<file path="src/rtl/cpu_sequencer_pkg.sv">
// Shared constants for the CPU instruction-cycle sequencer: widths, opcodes, state encoding.
package cpu_pkg;

  localparam int ADDR_W = 5;
  localparam int OP_W   = 3;

  localparam logic [OP_W-1:0] OP_HLT = 3'd0;
  localparam logic [OP_W-1:0] OP_SKZ = 3'd1;
  localparam logic [OP_W-1:0] OP_ADD = 3'd2;
  localparam logic [OP_W-1:0] OP_AND = 3'd3;
  localparam logic [OP_W-1:0] OP_XOR = 3'd4;
  localparam logic [OP_W-1:0] OP_LDA = 3'd5;
  localparam logic [OP_W-1:0] OP_STO = 3'd6;
  localparam logic [OP_W-1:0] OP_JMP = 3'd7;

  typedef enum logic [2:0] {
    F_HI   = 3'd0,
    F_LO   = 3'd1,
    DECODE = 3'd2,
    EX1    = 3'd3,
    EX2    = 3'd4,
    EX3    = 3'd5,
    HALTED = 3'd6
  } state_t;

  // Opcodes that read memory into the accumulator.
  function automatic logic is_mem_read(input logic [OP_W-1:0] op);
    return (op == OP_ADD) || (op == OP_AND) || (op == OP_XOR) || (op == OP_LDA);
  endfunction

endpackage

</file>
<file path="src/rtl/cpu_sequencer_if.sv">
// Control/strobe bundle between the sequencer and the CPU datapath.
// Carries the step input only when SINGLE_STEP_EN is defined.
interface cpu_sequencer_if #(
  parameter int ADDR_W = cpu_pkg::ADDR_W,
  parameter int OP_W   = cpu_pkg::OP_W
);
  logic              ena;
  logic [OP_W-1:0]   opcode;
  logic [ADDR_W-1:0] ir_addr;
  logic              zero;
`ifdef SINGLE_STEP_EN
  logic              step;
`endif
  logic              inc_pc;
  logic              load_pc;
  logic [ADDR_W-1:0] pc_data;
  logic              rd;
  logic              wr;
  logic              load_ir;
  logic              load_acc;
  logic              datactl_ena;
  logic              halt;

`ifdef SINGLE_STEP_EN
  modport master (output ena, opcode, ir_addr, zero, step,
                  input  inc_pc, load_pc, pc_data, rd, wr, load_ir, load_acc, datactl_ena, halt);
  modport slave  (input  ena, opcode, ir_addr, zero, step,
                  output inc_pc, load_pc, pc_data, rd, wr, load_ir, load_acc, datactl_ena, halt);
`else
  modport master (output ena, opcode, ir_addr, zero,
                  input  inc_pc, load_pc, pc_data, rd, wr, load_ir, load_acc, datactl_ena, halt);
  modport slave  (input  ena, opcode, ir_addr, zero,
                  output inc_pc, load_pc, pc_data, rd, wr, load_ir, load_acc, datactl_ena, halt);
`endif
endinterface

</file>
<file path="src/rtl/cpu_seq_decode.sv">
// Strobe table: combinational decode of (state, latched opcode, zero) onto the datapath controls.
module cpu_seq_decode
  import cpu_pkg::*;
(
  input  state_t          i_state,
  input  logic [OP_W-1:0] i_op,
  input  logic            i_start,
  cpu_sequencer_if.slave  bus
);

  always_comb begin
    bus.inc_pc      = 1'b0;
    bus.load_pc     = 1'b0;
    bus.pc_data     = '0;
    bus.rd          = 1'b0;
    bus.wr          = 1'b0;
    bus.load_ir     = 1'b0;
    bus.load_acc    = 1'b0;
    bus.datactl_ena = 1'b0;
    bus.halt        = 1'b0;
    case (i_state)
      F_HI, F_LO: begin
        if (i_state == F_LO || i_start) begin
          bus.rd      = 1'b1;
          bus.load_ir = 1'b1;
          bus.inc_pc  = 1'b1;
        end
      end
      EX1: begin
        if (is_mem_read(i_op)) bus.rd = 1'b1;
        if (i_op == OP_STO)    bus.datactl_ena = 1'b1;
      end
      EX2: begin
        if (is_mem_read(i_op)) begin
          bus.rd       = 1'b1;
          bus.load_acc = 1'b1;
        end
        if (i_op == OP_STO) begin
          bus.wr          = 1'b1;
          bus.datactl_ena = 1'b1;
        end
        if (i_op == OP_JMP) begin
          bus.load_pc = 1'b1;
          bus.pc_data = bus.ir_addr;
        end
        if (i_op == OP_SKZ) bus.inc_pc = bus.zero;
      end
      EX3: begin
        // STO keeps the bus driven one cycle past the write strobe.
        if (i_op == OP_SKZ) bus.inc_pc = bus.zero;
        if (i_op == OP_STO) bus.datactl_ena = 1'b1;
      end
      HALTED:  bus.halt = 1'b1;
      default: ;
    endcase
  end

endmodule

</file>
<file path="src/rtl/cpu_sequencer.sv">
// Six-cycle instruction sequencer (fetch hi, fetch lo, decode, three execute cycles).
// Optional macro SINGLE_STEP_EN: fetch needs ena & step, and step releases HALTED.
//
// state  | meaning
// F_HI   | idle / first instruction byte fetch when started
// F_LO   | second instruction byte fetch
// DECODE | opcode latched into op_q on exit
// EX1    | operand read / bus drive setup
// EX2    | accumulator load, write, jump or first skip increment
// EX3    | second skip increment / bus hold
// HALTED | halt asserted, waits for reset (or step)
module cpu_sequencer
  import cpu_pkg::*;
(
  input  logic           clk,
  input  logic           rst_,
  cpu_sequencer_if.slave bus
);

  state_t          r_state;
  state_t          w_next_state;
  logic [OP_W-1:0] r_op_q;
  logic [OP_W-1:0] w_next_op;
  logic            w_start;
  logic            w_step;

`ifdef SINGLE_STEP_EN
  assign w_step = bus.step;
`else
  assign w_step = 1'b1;
`endif

  // rst_ gates the start so the combinational fetch strobes are dead during reset.
  assign w_start = bus.ena & w_step & rst_;

  always_ff @(posedge clk or negedge rst_) begin
    if (!rst_) begin
      r_state <= F_HI;
      r_op_q  <= '0;
    end else begin
      r_state <= w_next_state;
      r_op_q  <= w_next_op;
    end
  end

  always_comb begin
    w_next_state = r_state;
    w_next_op    = r_op_q;
    case (r_state)
      F_HI:   if (w_start) w_next_state = F_LO;
      F_LO:   w_next_state = DECODE;
      DECODE: begin
        w_next_op    = bus.opcode;
        w_next_state = (bus.opcode == OP_HLT) ? HALTED : EX1;
      end
      EX1:    w_next_state = EX2;
      EX2:    w_next_state = EX3;
      EX3:    w_next_state = F_HI;
      HALTED: begin
        if (w_step == 1'b1 && r_state == HALTED) begin
`ifdef SINGLE_STEP_EN
          w_next_state = F_HI;
          w_next_op    = '0;
`endif
        end
      end
      default: w_next_state = F_HI;
    endcase
  end

  cpu_seq_decode u_decode (
    .i_state (r_state),
    .i_op    (r_op_q),
    .i_start (w_start),
    .bus     (bus)
  );

endmodule

</file>
<file path="src/flat_wrapper.sv">
// flat-port wrapper written by rule: the top's interface ports become plain ports
module cpu_sequencer_flat import cpu_pkg::*;
  (clk, rst_, bus_ena, bus_opcode, bus_ir_addr, bus_zero, bus_inc_pc, bus_load_pc, bus_pc_data, bus_rd, bus_wr, bus_load_ir, bus_load_acc, bus_datactl_ena, bus_halt);
  cpu_sequencer_if bus_i ();
  input  logic clk;
  input  logic rst_;
  input wire logic [$bits(bus_i.ena)-1:0] bus_ena;
  input wire logic [$bits(bus_i.opcode)-1:0] bus_opcode;
  input wire logic [$bits(bus_i.ir_addr)-1:0] bus_ir_addr;
  input wire logic [$bits(bus_i.zero)-1:0] bus_zero;
  output wire logic [$bits(bus_i.inc_pc)-1:0] bus_inc_pc;
  output wire logic [$bits(bus_i.load_pc)-1:0] bus_load_pc;
  output wire logic [$bits(bus_i.pc_data)-1:0] bus_pc_data;
  output wire logic [$bits(bus_i.rd)-1:0] bus_rd;
  output wire logic [$bits(bus_i.wr)-1:0] bus_wr;
  output wire logic [$bits(bus_i.load_ir)-1:0] bus_load_ir;
  output wire logic [$bits(bus_i.load_acc)-1:0] bus_load_acc;
  output wire logic [$bits(bus_i.datactl_ena)-1:0] bus_datactl_ena;
  output wire logic [$bits(bus_i.halt)-1:0] bus_halt;
  assign bus_i.ena = bus_ena;
  assign bus_i.opcode = bus_opcode;
  assign bus_i.ir_addr = bus_ir_addr;
  assign bus_i.zero = bus_zero;
  assign bus_inc_pc = bus_i.inc_pc;
  assign bus_load_pc = bus_i.load_pc;
  assign bus_pc_data = bus_i.pc_data;
  assign bus_rd = bus_i.rd;
  assign bus_wr = bus_i.wr;
  assign bus_load_ir = bus_i.load_ir;
  assign bus_load_acc = bus_i.load_acc;
  assign bus_datactl_ena = bus_i.datactl_ena;
  assign bus_halt = bus_i.halt;
  cpu_sequencer u_core (.clk(clk), .rst_(rst_), .bus(bus_i));
endmodule
</file>
<file path="config.mk">
export PLATFORM = sky130hd
export DESIGN_NAME = cpu_sequencer_flat
export DESIGN_NICKNAME = d
export VERILOG_FILES = /design/src/rtl/cpu_sequencer_pkg.sv /design/src/rtl/cpu_sequencer_if.sv /design/src/rtl/cpu_seq_decode.sv /design/src/rtl/cpu_sequencer.sv /design/src/flat_wrapper.sv
export SDC_FILE = /design/constraint.sdc
export NUM_CORES = 1
export LEC_CHECK = 0
export CORE_AREA = 8 8 45 47
export DETAILED_ROUTE_END_ITERATION = 6
export DIE_AREA = 0 0 53 55
export PLACE_DENSITY_LB_ADDON = 0.05
export SLEW_MARGIN = 30
export SYNTH_ARGS = -nofsm -noshare
export SYNTH_HDL_FRONTEND = slang
export SYNTH_HIERARCHICAL = 1
export SYNTH_SLANG_ARGS = --single-unit
</file>
<file path="constraint.sdc">
create_clock -name clk -period 1.5 [get_ports clk]
set_input_delay 0.225 -clock clk [delete_from_list [all_inputs] [get_ports clk]]
set_output_delay 0.225 -clock clk [all_outputs]
set_load 0.01 [all_outputs]
</file>
# Word level (Yosys, flattened, before mapping)
# Index checks and enable logic that the tools add are counted.
# word_totals
inputBits	12
reg_bits	6
# classes
mux	18
bitwise_logic	2
eq_ne	14
n_reduce_logical	11
# ops
op	n
$eq 3x3->1 const B	7
$pmux 3 s6	1
$eq 3x2->1 const B	4
$mux 1	11
$mux 5	2
$eq 3x1->1 const B	2
$logic_not 3->1	2
$mux 3	2
$reduce_or 2->1	3
$logic_or 1x1->1	4
$pmux 1 s2	2
$reduce_or 3->1	1
$ne 2x2->1 const B	1
$reduce_and 2->1	1
$and 1x1->1	1
$not 1->1	1

# Longest topological paths before layout
# Gate-level depths: netlist of the first run.
# logic_depth
word_depth	6
ltp_mapped	3
mapped_depth_nobuf	3

# Modules after synthesis
# Netlist of the first run, hierarchy kept.
# by_module_without_submodules
mod	instances	area_each_um2	seq_area_each_um2	cells_each
cpu_sequencer	1	267.8	150.1	19
cpu_seq_decode	1	167.7	0.0	23

# Least setup slack after synthesis of the first run
# Ideal clock, no wire load.
# synth_path
kind	register to register
startpoint	register u_core.r_state[0]
endpoint	register u_core.r_op_q[0]
slack_ns	0.145
synth_period_minus_slack_ns	1.355
required_time_ns	1.375
path_stages_with_launch	3
arrival_time_ns	1.230
n_path_buf	0
path_cell_list	dfrtp_1 -> or3b_4 -> mux2_4
# synth_via
elab_chain_len	1
# synth_lines
item	line	rtl
from (decl)	cpu_sequencer.sv:20	state_t r_state;
from (signal assigned)	cpu_sequencer.sv:41	r_state <= w_next_state;
$eq 3x2->1	cpu_sequencer.sv:49	case (r_state)
to (signal assigned)	cpu_sequencer.sv:42	r_op_q <= w_next_op;
to (decl)	cpu_sequencer.sv:22	logic [OP_W-1:0] r_op_q;
# Every way passes these cells.
# A chain may end at the register's enable or synchronous reset.

# Worst setup path after layout of the first run
# layout_path
startpoint	register u_core.r_state[1]
endpoint	output bus_pc_data[3]
# layout_via
elab_chain_len	2
# layout_lines
item	line	rtl
$eq 3x3->1	cpu_seq_decode.sv:21	case (i_state)
$mux 5	cpu_seq_decode.sv:21	
to (decl)	flat_wrapper.sv:13	output wire logic [$bits(bus_i.pc_data)-1:0] bus_pc_data;
# Every way passes these cells.

==> results.cfg, run 1 <==
[setup_path]
critical_path_end_type = output port
path_cells = nand2b_4 > nor3_4 > buf_4 > and2_1 > buf_2
worst_path_max_delay_cell = sky130_fd_sc_hd__dfrtp_1
cp_data_required_time_ps = 1270
worst-path-max-fanout = 4
cp-start-kind = flop
path_buf_inv = 2
critical_path_arrival_ps = 1340
slowest_delay_ps = 370
timing_worst_setup_path_type = reg -> out
cp_top_family = simple AND/OR/NAND/NOR gates

[clock_network]
clock_sink_count = 6
cts-buffers-inserted = 3
tritoncts = done
clock-root-buffer = sky130_fd_sc_hd__clkbuf_4
clk_transition_reported_paths_ps = 40
clock_tree.htree_level_count = 1
cts_hold_buffers = 0
ctsLongestPathBuffers = 2
clock_network_latency_to_the_later_pin_of_the_worst_skew_pair_ps = 240

[die]
floorplan.rows = 14
die_height_um = 55
die_width_um = 53
die-area_mm2 = 0.002915
placeable_core_area_mm2 = 0.001384
top_level_ports = 25
floorplan.initialDensity = 0.3146

[yosys]
synth_top_family_by_area = simple AND/OR/NAND/NOR gates
yosysWarningCount = 6
synth_edf_count = 0
mappedNetlistNets = 54
synth-async-reset-ratio = 1.000
synth_seq_area_share = 0.3448
yosys_most_used_dff = sky130_fd_sc_hd__dfrtp_1
post_synth_mux_area_share = 0.1293
post_synth_xor_xnor_area = 0.02011
ys_types = 25
yosys-top-cells-area = sky130_fd_sc_hd__dfrtp_1 (34%), sky130_fd_sc_hd__mux2_4 (10%), sky130_fd_sc_hd__and2_1 (8.6%)
synth_top_area_cell = sky130_fd_sc_hd__dfrtp_1
yosys.area.top_type_share = 0.3448
yosys.area_share.adder = 0
ys_seq_elements = 6
synth_simple_gate_area_frac = 0.3534
netlist_area_um2 = 435.4
postSynthAreaPerCell_um2 = 10.37
yosys-top-cells-count = sky130_fd_sc_hd__and2_1 (6), sky130_fd_sc_hd__dfrtp_1 (6), sky130_fd_sc_hd__mux2_4 (3), sky130_fd_sc_hd__nand2_1 (3)
synthesis.instances = 42
synth-compound-area-share = 0.1437

[finish]
area.growth.synth_to_final_pct = 102.9
net_count_reported_at_finish = 102
ratio_of_cells_with_drive_above_1_in_the_final_layout = 0.6250
antenna_cell_count = 0
stdcell_area_um2 = 883.3
fillerInstances = 129
layoutNonFillerInstCount = 104
final_util = 0.6383

[timing]
max_slew_margin_vs_limit = 0.8339
report.final.setup_viol = 8
rsz0062_at_grt = true
final_slew_viol_count = 0
fmaxAchievable_ghz = 0.6395
final_period_util = 1.042
fin_skew_ps = 2.390
worst-slew-pin-transition_ps = 247.3
shortest_clock_period_the_worst_path_allows_after_layout_ps = 1564
finalHoldViolations = 0
postLayoutSetupSlackWorst_ps = -63.71

[drt]
route.detailed.wl_per_inst_um = 13.10
detailedRoute.firstPassIterationCount = 4
finalWirelength_mm = 1.362
drtIter0Drc = 7
post-route-drc-count = 0
routed_via_count_divided_by_cell_count = 4.865
route.vias.total = 506
drtAntennaViolNets = 0

[placement]
port_buffers = 24
placed_cell_area_um2 = 793.3
dp_cells = 95
replace_congestion = 0.7461
detailedPlacementHpwl_mm = 1.073

[outcome]
run_status = finished, violations left
failed_checks = setup timing

[grt]
grt_util_all_layers = 0.1054
grt_antenna_before_repair = 0
first_global_vias = 527
overflow = 0
grt_first_pass_wirelength_mm = 2.270
pin_count_of_the_biggest_net_entering_global_routing = 9

[pwr]
static-leakage-power_nw = 0.4321
irDropWorstVdd_mv = 1.095
power_per_cell_area_mw_per_mm2 = 1913

[job]
number_of_maximum_capacitance_violations = 0

[min_path]
hold_path_class = in -> async
power breakdown:
group | internal [mW] | leakage [nW] | switching, mW
combinational | 0.726 | 0.349 | 0.477
clock | 0.0904 | 0.0138 | 0.0577
sequential | 0.251 | 0.0697 | 0.0877
total | 1.07 | 0.432 | 0.623
routing by layer:
layer | share of wire | vias up | wire, µm | track usage
met5 | 0 | - | 0 | 0
met4 | 0.010 | 0 | 14 | 0.07759
met3 | 0.087 | 2 | 119 | 0.04011
met2 | 0.50 | 20 | 676 | 0.1738
met1 | 0.40 | 235 | 551 | 0.1077
li1 | - | 249 | - | -
cell families (layout without fill, tap and decap cells):
group / count (synthesis) / in the layout
XOR/XNOR: 1 / 1
multiplexers: 4 / 4
AND/OR/NAND/NOR: 22 / 22
buffers and inverters: 1 / 47
flip-flops: 6 / 6
AO/OA/AOI/OAI: 8 / 8
layout make-up:
type	instances	area (µm²)	share of cell area
tap	16	20.02	0.02266
timing repair buffer	43	350.3	0.3966
clock buffer	3	22.52	0.02550
multi-input combinational	35	334.1	0.3782
sequential	6	152.6	0.1728
inverter	1	3.754	0.004249
stage by stage:
stage / hold WS (ps) / worst slack [ps] / setup TNS (ps) / total power, mW
after floorplan: -70.59 / 145.4 / 0 / 0.8340
after global placement: 550.0 / -327.4 / -2219 / 1.334
after detailed placement: 547.1 / -347.3 / -2389 / 1.341
after CTS: 283.1 / -66.59 / -255.5 / 1.597
after global routing: 287.6 / -138.9 / -1060 / 1.818
final: 283.8 / -63.71 / -345.4 / 1.690
path summary, 6_finish.rpt:
check                                       start                end  slack, ps  cells after the start
worst min-delay path                         rst_   u_core/r_op_q[1]        280                      2
worst min register to register  u_core/r_state[1]  u_core/r_state[0]        630                      2
max in group asynchronous                    rst_  u_core/r_state[2]       1090                      2
min in group clk                          bus_ena  u_core/r_state[0]        500                      3
worst max-delay path            u_core/r_state[1]     bus_pc_data[3]        -60                      5
worst max register to register  u_core/r_state[0]   u_core/r_op_q[0]         50                      3
timing repair:
action | in CTS | in global routing
setup endpoints to repair | 16 | 16
setup buffers | 6 | 1
gates resized for setup | 55 | 15
pin swaps | 9 | 6
gates cloned | 0 | 0
layout by cell type (no fill, tap or decap), types with 2 or more instances in the layout:
master	netlist	layout
sky130_fd_sc_hd__buf_4	0	16
sky130_fd_sc_hd__o21ai_1	2	2
sky130_fd_sc_hd__dlygate4sd2_1	0	2
sky130_fd_sc_hd__buf_6	0	6
sky130_fd_sc_hd__and2_4	0	3
sky130_fd_sc_hd__mux2_4	3	3
sky130_fd_sc_hd__clkdlybuf4s50_1	0	10
sky130_fd_sc_hd__and2_1	6	3
sky130_fd_sc_hd__nor3_1	2	2
sky130_fd_sc_hd__dfrtp_2	0	2
sky130_fd_sc_hd__nand2_1	3	2
sky130_fd_sc_hd__buf_2	0	8
sky130_fd_sc_hd__dfrtp_1	6	4
sky130_fd_sc_hd__clkbuf_4	0	3
flip-flops by register name (all words and copies together), names as in the netlist:
name / flops
u_core/r_op_q: 3
u_core/r_state: 3
Note: power is estimated with default switching activity, not from simulation.
==> run 2, diff against run 1 <==
SLEW_MARGIN = 40   (was 30)
==> results of run 2 <==
Same layout as run 1: the final DEF is identical, and so are final timing and power.
==> run 3, diff against run 2 <==
SKIP_CTS_REPAIR_TIMING = 1   (was not set)
==> run 3 against run 2 <==
Against the previous run:
- the flow still finishes with violations (setup timing)
- critical path depth grew 1
- utilization is 1.4 points lower
- design area down 2.3%
- critical path type unchanged
- critical endpoint is now bus_pc_data[2]
- largest cell class unchanged
==> results.cfg, run 3 (synthesized netlist as in run 1, its figures left out) <==
[setup_path]
critical_path_end_type = output port
r2r.worst_path.cells = 3
critical_path_arrival_ps = 1380
cp_data_required_time_ps = 1270
cp-start-kind = flop
worst_r2r_src = u_core/r_state[0]
reg2reg_capture_point = u_core/r_op_q[0]
worst-path-max-fanout = 4
timing_worst_setup_path_type = reg -> out
rrSetupSlack_ps = 30

[drt]
finalWirelength_mm = 1.302
post-route-drc-count = 0
route.vias.total = 494
drtIter0Drc = 7
drtAntennaViolNets = 0
detailedRoute.firstPassIterationCount = 3
route.detailed.wl_per_inst_um = 12.64
routed_via_count_divided_by_cell_count = 4.796

[clock_network]
clock_network_latency_to_the_later_pin_of_the_worst_skew_pair_ps = 250
clock-root-buffer = sky130_fd_sc_hd__clkbuf_4
clock_tree.htree_level_count = 1
cts-buffers-inserted = 3
ctsLongestPathBuffers = 2
clock_sink_count = 6
clk_transition_reported_paths_ps = 40
tritoncts = done

[job]
number_of_maximum_capacitance_violations = 0

[finish]
mostFrequentLayoutCell = sky130_fd_sc_hd__buf_4
layout_common_cells = sky130_fd_sc_hd__buf_4 (16), sky130_fd_sc_hd__clkdlybuf4s50_1 (10), sky130_fd_sc_hd__buf_6 (6), sky130_fd_sc_hd__buf_2 (5)
net_count_reported_at_finish = 101
area.growth.synth_to_final_pct = 98.28
largest_registers = u_core/r_op_q: 3 flops, u_core/r_state: 3 flops
ratio_of_cells_with_drive_above_1_in_the_final_layout = 0.6322
antenna_cell_count = 0

[timing]
postLayoutSetupSlackWorst_ps = -104.1
shortest_clock_period_the_worst_path_allows_after_layout_ps = 1604
fin_skew_ps = 2.145
max_slew_margin_vs_limit = 0.8324
finalHoldViolations = 0
fmaxAchievable_ghz = 0.6234
final_slew_viol_count = 0
worst-slew-pin-transition_ps = 249.5
rsz0062_at_grt = true
report.final.setup_viol = 7
final_period_util = 1.069
aggregate_negative_setup_slack_ps = -439.8

[pwr]
power.net_switching_uw = 558.6
power.clock.fraction = 0.098
switching_share = 0.3671
power_per_cell_area_mw_per_mm2 = 1763
seq_power_share = 0.229
comb_power_share = 0.673
internal-power_uw = 963.0
irDropWorstVdd_mv = 0.9495
static-leakage-power_nw = 0.4377

[die]
top_level_ports = 25
floorplan.rows = 14
floorplan.initialDensity = 0.3146
die_width_um = 53
die_height_um = 55
placeable_core_area_mm2 = 0.001384
die-area_mm2 = 0.002915

[grt]
grt_first_pass_wirelength_mm = 2.021
pin_count_of_the_biggest_net_entering_global_routing = 9
overflow = 0
first_global_vias = 454
grt_util_all_layers = 0.09445
grt_antenna_before_repair = 0

[outcome]
run_status = finished, violations left
failed_checks = setup timing

[placement]
detailedPlacementHpwl_mm = 1.073
pre_cts_ws_ps = -347.3
replace_congestion = 0.7461
port_buffers = 24

[min_path]
hold_path_class = in -> async
## run 3: area by class of cell
cell class,instances,area [µm²]
clock buffer,3,22.52
tap,16,20.02
inverter,1,3.754
multi-input combinational,35,311.5
timing repair buffer,42,352.8
sequential,6,152.6
fill,122,520.5
## run 3: worst max-delay path: stages (launching register included)
cell and delay (ps):
sky130_fd_sc_hd__dfrtp_1 390, sky130_fd_sc_hd__nand3_2 110, sky130_fd_sc_hd__nor3_4 200, sky130_fd_sc_hd__buf_6 130, sky130_fd_sc_hd__buf_6 90, sky130_fd_sc_hd__and2_4 120
sky130_fd_sc_hd__buf_6 90
## run 3: how the worst max path moves through the flow
stage	from	end	cells past startpoint
after floorplan	u_core/r_state[0]	u_core/r_op_q[0]	2
after global placement	bus_ena	bus_inc_pc	5
after detailed placement	bus_ena	bus_inc_pc	5
after CTS	u_core/r_state[0]	bus_datactl_ena	4
after global routing	u_core/r_op_q[2]	bus_pc_data[0]	6
final	u_core/r_op_q[2]	bus_pc_data[2]	6
## run 3: metrics by stage
step	hold slack [ps]	total power [mW]	instance area, µm²	instances	utilization
global route	293.6	1.642	863.3	103	0.6239
CTS	283.1	1.500	815.8	98	0.5895
global placement	550.0	1.334	793.3	95	0.5732
detailed placement	547.1	1.341	793.3	95	0.5732
floorplan	-70.59	0.8340	435.4	42	-
finish	288.8	1.522	863.3	103	0.6239
## run 3: power by group through the flow
stage / sequential (mW) / clock (mW) / combinational [mW]
CTS: 0.343 / 0.156 / 1.00
finish: 0.349 / 0.148 / 1.02
global placement: 0.347 / 0 / 0.988
global route: 0.364 / 0.164 / 1.11
floorplan: 0.373 / 0 / 0.461
detailed placement: 0.343 / 0 / 0.998
## run 3: routing by layer
metal | share of wire | vias up | track usage
met4 | 0.011 | 0 | 0.07759
li1 | - | 244 | -
met1 | 0.43 | 228 | 0.09861
met5 | 0 | - | 0
met3 | 0.076 | 2 | 0.03743
met2 | 0.48 | 20 | 0.1484
==> RTL change 1: new RTL, settings of run 1 <==
Encoding of `state_t`: now Gray code (3 bits for 7 states).
--- a/src/rtl/cpu_sequencer_pkg.sv
+++ b/src/rtl/cpu_sequencer_pkg.sv
@@ -15,11 +15,11 @@
 
   typedef enum logic [2:0] {
-    F_HI   = 3'd0,
-    F_LO   = 3'd1,
-    DECODE = 3'd2,
-    EX1    = 3'd3,
-    EX2    = 3'd4,
-    EX3    = 3'd5,
-    HALTED = 3'd6
+    F_HI   = 3'b000,
+    F_LO   = 3'b001,
+    DECODE = 3'b011,
+    EX1    = 3'b010,
+    EX2    = 3'b110,
+    EX3    = 3'b111,
+    HALTED = 3'b101
   } state_t;
 
Function: no difference found for any inputs over 10 cycles, from zero or initial values and one cycle with rst_ low; not proved beyond that.
==> RTL change 1 against run 1 <==
The flow still finishes with violations (setup timing); cell area rose by 3.0%; power shrank 1.7%; setup slack improved by 0.041 ns; wire length up 17%; core utilization grew 1.9 points; sequential cell count is the same; synthesized area rose by 2.9%; sequential power is 1% higher.
==> RTL change 1: results (changes against run 1) <==
- Max Clock Skew: 0.0007973 ns (-0.001593 ns)
- Largest net degree at the start of global routing: 8 (-1)
- Leak Pwr: 0.4193 nW (-3.0%)
- Htree depth: 1 (unchanged)
- Cell Area, Placed: 760.7 sq um (-4.1%)
- Outcome: complete, but fails checks
- I/O Buffers: 24 (unchanged)
- Worst VDD drop: 0.0009294 V (-15%)
- TNS Setup: -0.02260 ns (+0.3228 ns)
- Root buf cell: clkbuf_4
- RR Startpoint: u_core/r_state[1]
- Placer Congestion: 0.6604 (-11%)
- Syn_nets: 61 (+13%)
- Sw frac: 39.36% (+2.5 points)
- FF-to-FF End: u_core/r_op_q[2]
- DR pass1 iterations: 1 (-3)
- Final net count: 106 (+3.9%)
- Tot GR Track Use: 12.03% (+1.5 points)
- Reg-to-reg slack, setup: 0.13 ns (+0.08 ns)
- Synth Area in XOR/XNOR: 1.955% (-0.056 points)
- Crit-path max FO: 7 (+3)
- Skew-Pair Late Insertion Delay: 0.24 ns (about the same)
- Placed Cells incl. Taps: 96 (+1.1%)
- Layout cells sized above 1: 56.52% (-6.0 points)
- Slowest stage delay, CP: 0.38 ns
- Final worst slack: -0.02260 ns (+0.04111 ns)
- HPWL after DPL: 1.109 mm (+3.3%)
- Initial Util: 32.37% (+0.90 points)
- Sequential-to-total area share from yosys stat: 33.52% (-0.96 points)
- Non-Filler Instances: 108 (+3.8%)
- Via count of the first global-routing pass: 539 (+2.3%)
- Commonest cells post-synth: inv_1 (7), nor3_1 (7), dfrtp_1 (6), nor2_1 (4), mux2_2 (3)
- Post-synthesis compound-gate area fraction: 15.08% (+0.72 points)
- Final setup viols: 1 (-7)
- Mux cell area share after synthesis: 7.542% (-5.4 points)
- DR iter-0 viols: 0 (-7)
- Critical Path AT: 1.30 ns (-0.04 ns)
- Failing checks: setup timing
- Final core occ: 65.73% (+1.9 points)
- Cells after synthesis: 49 (+17%)
- Reg2Reg Depth: 4 (+1)
- Top cells by area, synth: dfrtp_1 (34%), nor3_1 (7.8%), mux2_2 (7.5%)
- Crit path max-delay family: simple AND/OR/NAND/NOR gates
- Slew headroom: 78.57% (-4.8 points)
- Vias per cell: 4.880 (+0.29%)
- Antenna violations before repair: 0 (unchanged)
- First-pass GRT wire length: 2.559 mm (+13%)
- Routed Wire Length: 1.595 mm (+17%)
==> RTL change 1: logic make-up (layout without fill, tap and decap cells) <==
group	after synthesis	count (layout)
xor gates and xnor gates	1	1
muxes	3	3
AOI/OAI and AO/OA	8	8
buffers and inverters	7	50
and+or+nand+nor	24	24
DFF	6	6
==> RTL change 1: worst register-to-register path: cells and delay by family, from the launching register on <==
kind	cells	cell delay, ns
flops	1	0.45
mux	1	0.36
buf+inv	2	0.29
simple gates	1	0.16
==> RTL change 1: worst max-delay path by stage <==
stage	start	end	slack [ns]
2_1_floorplan	u_core/r_state[1]	bus_pc_data[0]	0.27
3_3_place_gp	rst_	bus_rd	-0.46
6_report	u_core/r_state[0]	bus_pc_data[0]	-0.02
4_1_cts	u_core/r_op_q[1]	bus_inc_pc	-0.02
5_1_grt	u_core/r_state[0]	bus_pc_data[0]	-0.08
3_5_place_dp	rst_	bus_inc_pc	-0.46
==> RTL change 1: repair_timing <==
action	CTS	global route
buffers inserted	7	2
endpoints found under the setup margin	13	11
hold buffers	0	0
resized for setup	47	22
cloned	0	0
pin swaps	1	3
==> RTL change 1: per-layer routing <==
layer  up-vias  global-route usage, %  routed length, microns
li1        273                      -                       -
met3         4                  3.743                      96
met1       236                  13.27                     618
met2        14                  19.73                     855
met4         0                  7.759                      25
met5         -                      0                       0
==> RTL change 1: per-stage QoR <==
| stage | hold slack [ns] | setup slack (ns) |
|---|---|---|
| 2_1_floorplan | -0.07059 | 0.2737 |
| 3_3_place_gp | 0.5548 | -0.4597 |
| 3_5_place_dp | 0.5529 | -0.4603 |
| 4_1_cts | 0.03260 | -0.02094 |
| 5_1_grt | 0.06423 | -0.07787 |
| 6_report | 0.05408 | -0.02260 |
==> RTL change 1: power by group through the flow <==
stage / sequential [W] / combinational (W) / clock, W
after CTS: 0.000330 / 0.000986 / 0.000155
after floorplan: 0.000390 / 0.000406 / 0
after detailed placement: 0.000384 / 0.000794 / 0
after global placement: 0.000383 / 0.000793 / 0
final: 0.000343 / 0.00117 / 0.000148
after global routing: 0.000356 / 0.00127 / 0.000169
==> RTL change 1: final cells by class <==
| class | instances | area (sq um) |
|---|---|---|
| fillers | 127 | 474.2 |
| inverters | 7 | 26.28 |
| flip-flops and latches | 6 | 152.6 |
| well taps | 16 | 20.02 |
| repair buffers | 40 | 337.8 |
| multi-input cells | 36 | 350.3 |
| clock buffers | 3 | 22.52 |
==> RTL change 2: new RTL, flow settings as in run 1 <==
Without the edit above. Set the package constant `ADDR_W` to 7 (it was 5).
--- a/src/rtl/cpu_sequencer_pkg.sv
+++ b/src/rtl/cpu_sequencer_pkg.sv
@@ -2,5 +2,5 @@
 package cpu_pkg;
 
-  localparam int ADDR_W = 5;
+  localparam int ADDR_W = 7;
   localparam int OP_W   = 3;
 
Ports: changed (resized bus_ir_addr and bus_pc_data); port bits go from 25 to 29. No check against the original RTL was run, so the function may have changed too.
==> RTL change 2 against run 1 <==
The flow still finishes with violations (setup timing); power is 13% lower; setup slack lost 0.11 ns; cell area shrank 1.6%; global-route usage increased by 0.65 points; core utilization fell by 0.99 points; fmax fell by 6.7%; synthesized area grew 0.29%; wire length is 7.3% higher; sequential cell count unchanged.
==> RTL change 2: results (changes against run 1) <==
- Synth Area in XOR/XNOR: 2.006% (-0.0058 points)
- Final worst slack: -0.1761 ns (-0.1124 ns)
- Crit-path max FO: 6 (+2)
- Layout cells sized above 1: 57.30% (-5.2 points)
- Worst VDD drop: 0.0009439 V (-14%)
- Crit path max-delay family: simple AND/OR/NAND/NOR gates
- Root buf cell: clkbuf_4
- First-pass GRT wire length: 2.435 mm (+7.3%)
- Htree depth: 1 (unchanged)
- Filler Cell Count: 138 (+7.0%)
- Final setup viols: 13 (+5)
- Post-synthesis adder-cell area fraction: 0% (unchanged)
- Placer Congestion: 0.7925 (+6.2%)
- Via count of the first global-routing pass: 514 (-2.5%)
- Skew-Pair Late Insertion Delay: 0.24 ns (about the same)
- Placed Cells incl. Taps: 101 (+6.3%)
- Syn Area/Cell: 9.924 sq um (-4.3%)
- HP Class: input pin to async pin
- Outcome: complete, but fails checks
- TNS Setup: -1.527 ns (-1.182 ns)
- Post-synthesis compound-gate area fraction: 8.596% (-5.8 points)
- Inserted Diodes: 0 (unchanged)
- DR iter-0 viols: 2 (-5)
- Max Clock Skew: 0.001002 ns (-0.001389 ns)
- Tot GR Track Use: 11.19% (+0.65 points)
- Leak Pwr: 0.4412 nW (+2.1%)
- Failing checks: setup timing
- HPWL after DPL: 1.157 mm (+7.8%)
- DR pass1 iterations: 2 (-2)
- Reg clk slew, reported paths: 0.04 ns (about the same)
- Slowest stage delay, CP: 0.38 ns
- Critical Path AT: 1.45 ns (+0.11 ns)
- Largest net degree at the start of global routing: 9 (unchanged)
- Main flop type after synthesis: dfrtp_1
- Slew at the pin closest to its max-slew limit: 0.2461 ns (-0.001127 ns)
- Commonest cells post-synth: and2_1 (9), dfrtp_1 (6), mux2_4 (3), nand2_1 (3)
- Mux cell area share after synthesis: 15.19% (+2.3 points)
- Drt wl/cell: 13.92 microns (+6.3%)
- Top cells by area, synth: dfrtp_1 (34%), and2_1 (13%), mux2_4 (10%)
- Regs by FF count: u_core/r_op_q x3, u_core/r_state x3
- Synth Warn #: 6 (unchanged)
- Bufs on Longest Clock Path: 2 (unchanged)
- Synth async-reset ratio: 100.0% (unchanged)
- Netlist cell types: 25 (unchanged)
- Synth top area share: 34.38% (-0.099 points)
- Non-Filler Instances: 105 (+0.96%)
- CTS buffer count: 3 (unchanged)
- Vias per cell: 4.533 (-6.8%)
- Crit-path slowest cell: dfrtp_1
- I/O Buffers: 28 (+17%)
- Sequential-to-total area share from yosys stat: 34.38% (-0.099 points)
- Syn_nets: 58 (+7.4%)
- Antenna violations before repair: 0 (unchanged)
## RTL change 2: worst register-to-register path: cells and delay by family (launching register included)
kind                   cells  cell delay [ns]
and+or+nand+nor            1             0.42
DFF                        1             0.35
muxes                      1             0.31
buffers and inverters      2             0.25
## RTL change 2: final timing paths
path	startpoint	end	slack, ns	depth (start not counted)
min in group clk	bus_ena	u_core/r_state[0]	0.51	3
max reg2reg	u_core/r_state[1]	u_core/r_op_q[0]	0.05	4
max in group asynchronous	rst_	u_core/r_state[2]	1.35	2
max	u_core/r_state[1]	bus_pc_data[2]	-0.18	5
min	rst_	u_core/r_op_q[0]	0.04	2
min reg2reg	u_core/r_op_q[1]	u_core/r_op_q[1]	0.63	2
## RTL change 2: what timing repair did
action,4_1_cts,5_1_grt
hold buffers,0,0
setup endpoints to repair,15,18
gates cloned,0,0
setup buffers,2,1
gates resized for setup,69,12
pin swaps,9,2
hold endpoints to repair,0,0
## RTL change 2: cells by family after synthesis
logic type	count (synthesis)
flip-flops	6
XOR/XNOR	1
AO/OA/AOI/OAI	5
multiplexers	5
buffers and inverters	2
AND/OR/NAND/NOR	25
## RTL change 2: cell type report
class	instances	area (sq um)	share of cell area, %
sequential	6	150.1	17.27
tap	16	20.02	2.302
inverter	1	3.754	0.4317
multi-input combinational	36	309.0	35.54
clock buffer	3	22.52	2.590
timing repair buffer	43	364.1	41.87
## RTL change 2: report_power, final
group	switching, W	internal (W)	leakage (nW)
clock	0.0000531	0.0000901	0.0138
combinational	0.000412	0.000608	0.355
sequential	0.0000670	0.000246	0.0722
## RTL change 2: metal layers
metal  GRT usage (%)  vias to the layer above  wire, microns  part of all wire [%]
li1                -                      248              -                     -
met1           11.37                      216            595                    41
met2           20.31                       12            775                    53
met3           2.941                        0             92                   6.3
met4           6.466                        0              0                     0
met5               0                        -              0                     0
## RTL change 2: per-stage QoR
step | total power, W | instance area, sq um | setup slack [ns]
3_5_place_dp | 0.001306 | 834.6 | -0.6026
5_1_grt | 0.001594 | 869.6 | -0.2342
2_1_floorplan | 0.0007725 | 436.7 | 0.09225
4_1_cts | 0.001420 | 824.5 | -0.1657
6_report | 0.001476 | 869.6 | -0.1761
3_3_place_gp | 0.001290 | 834.6 | -0.6030
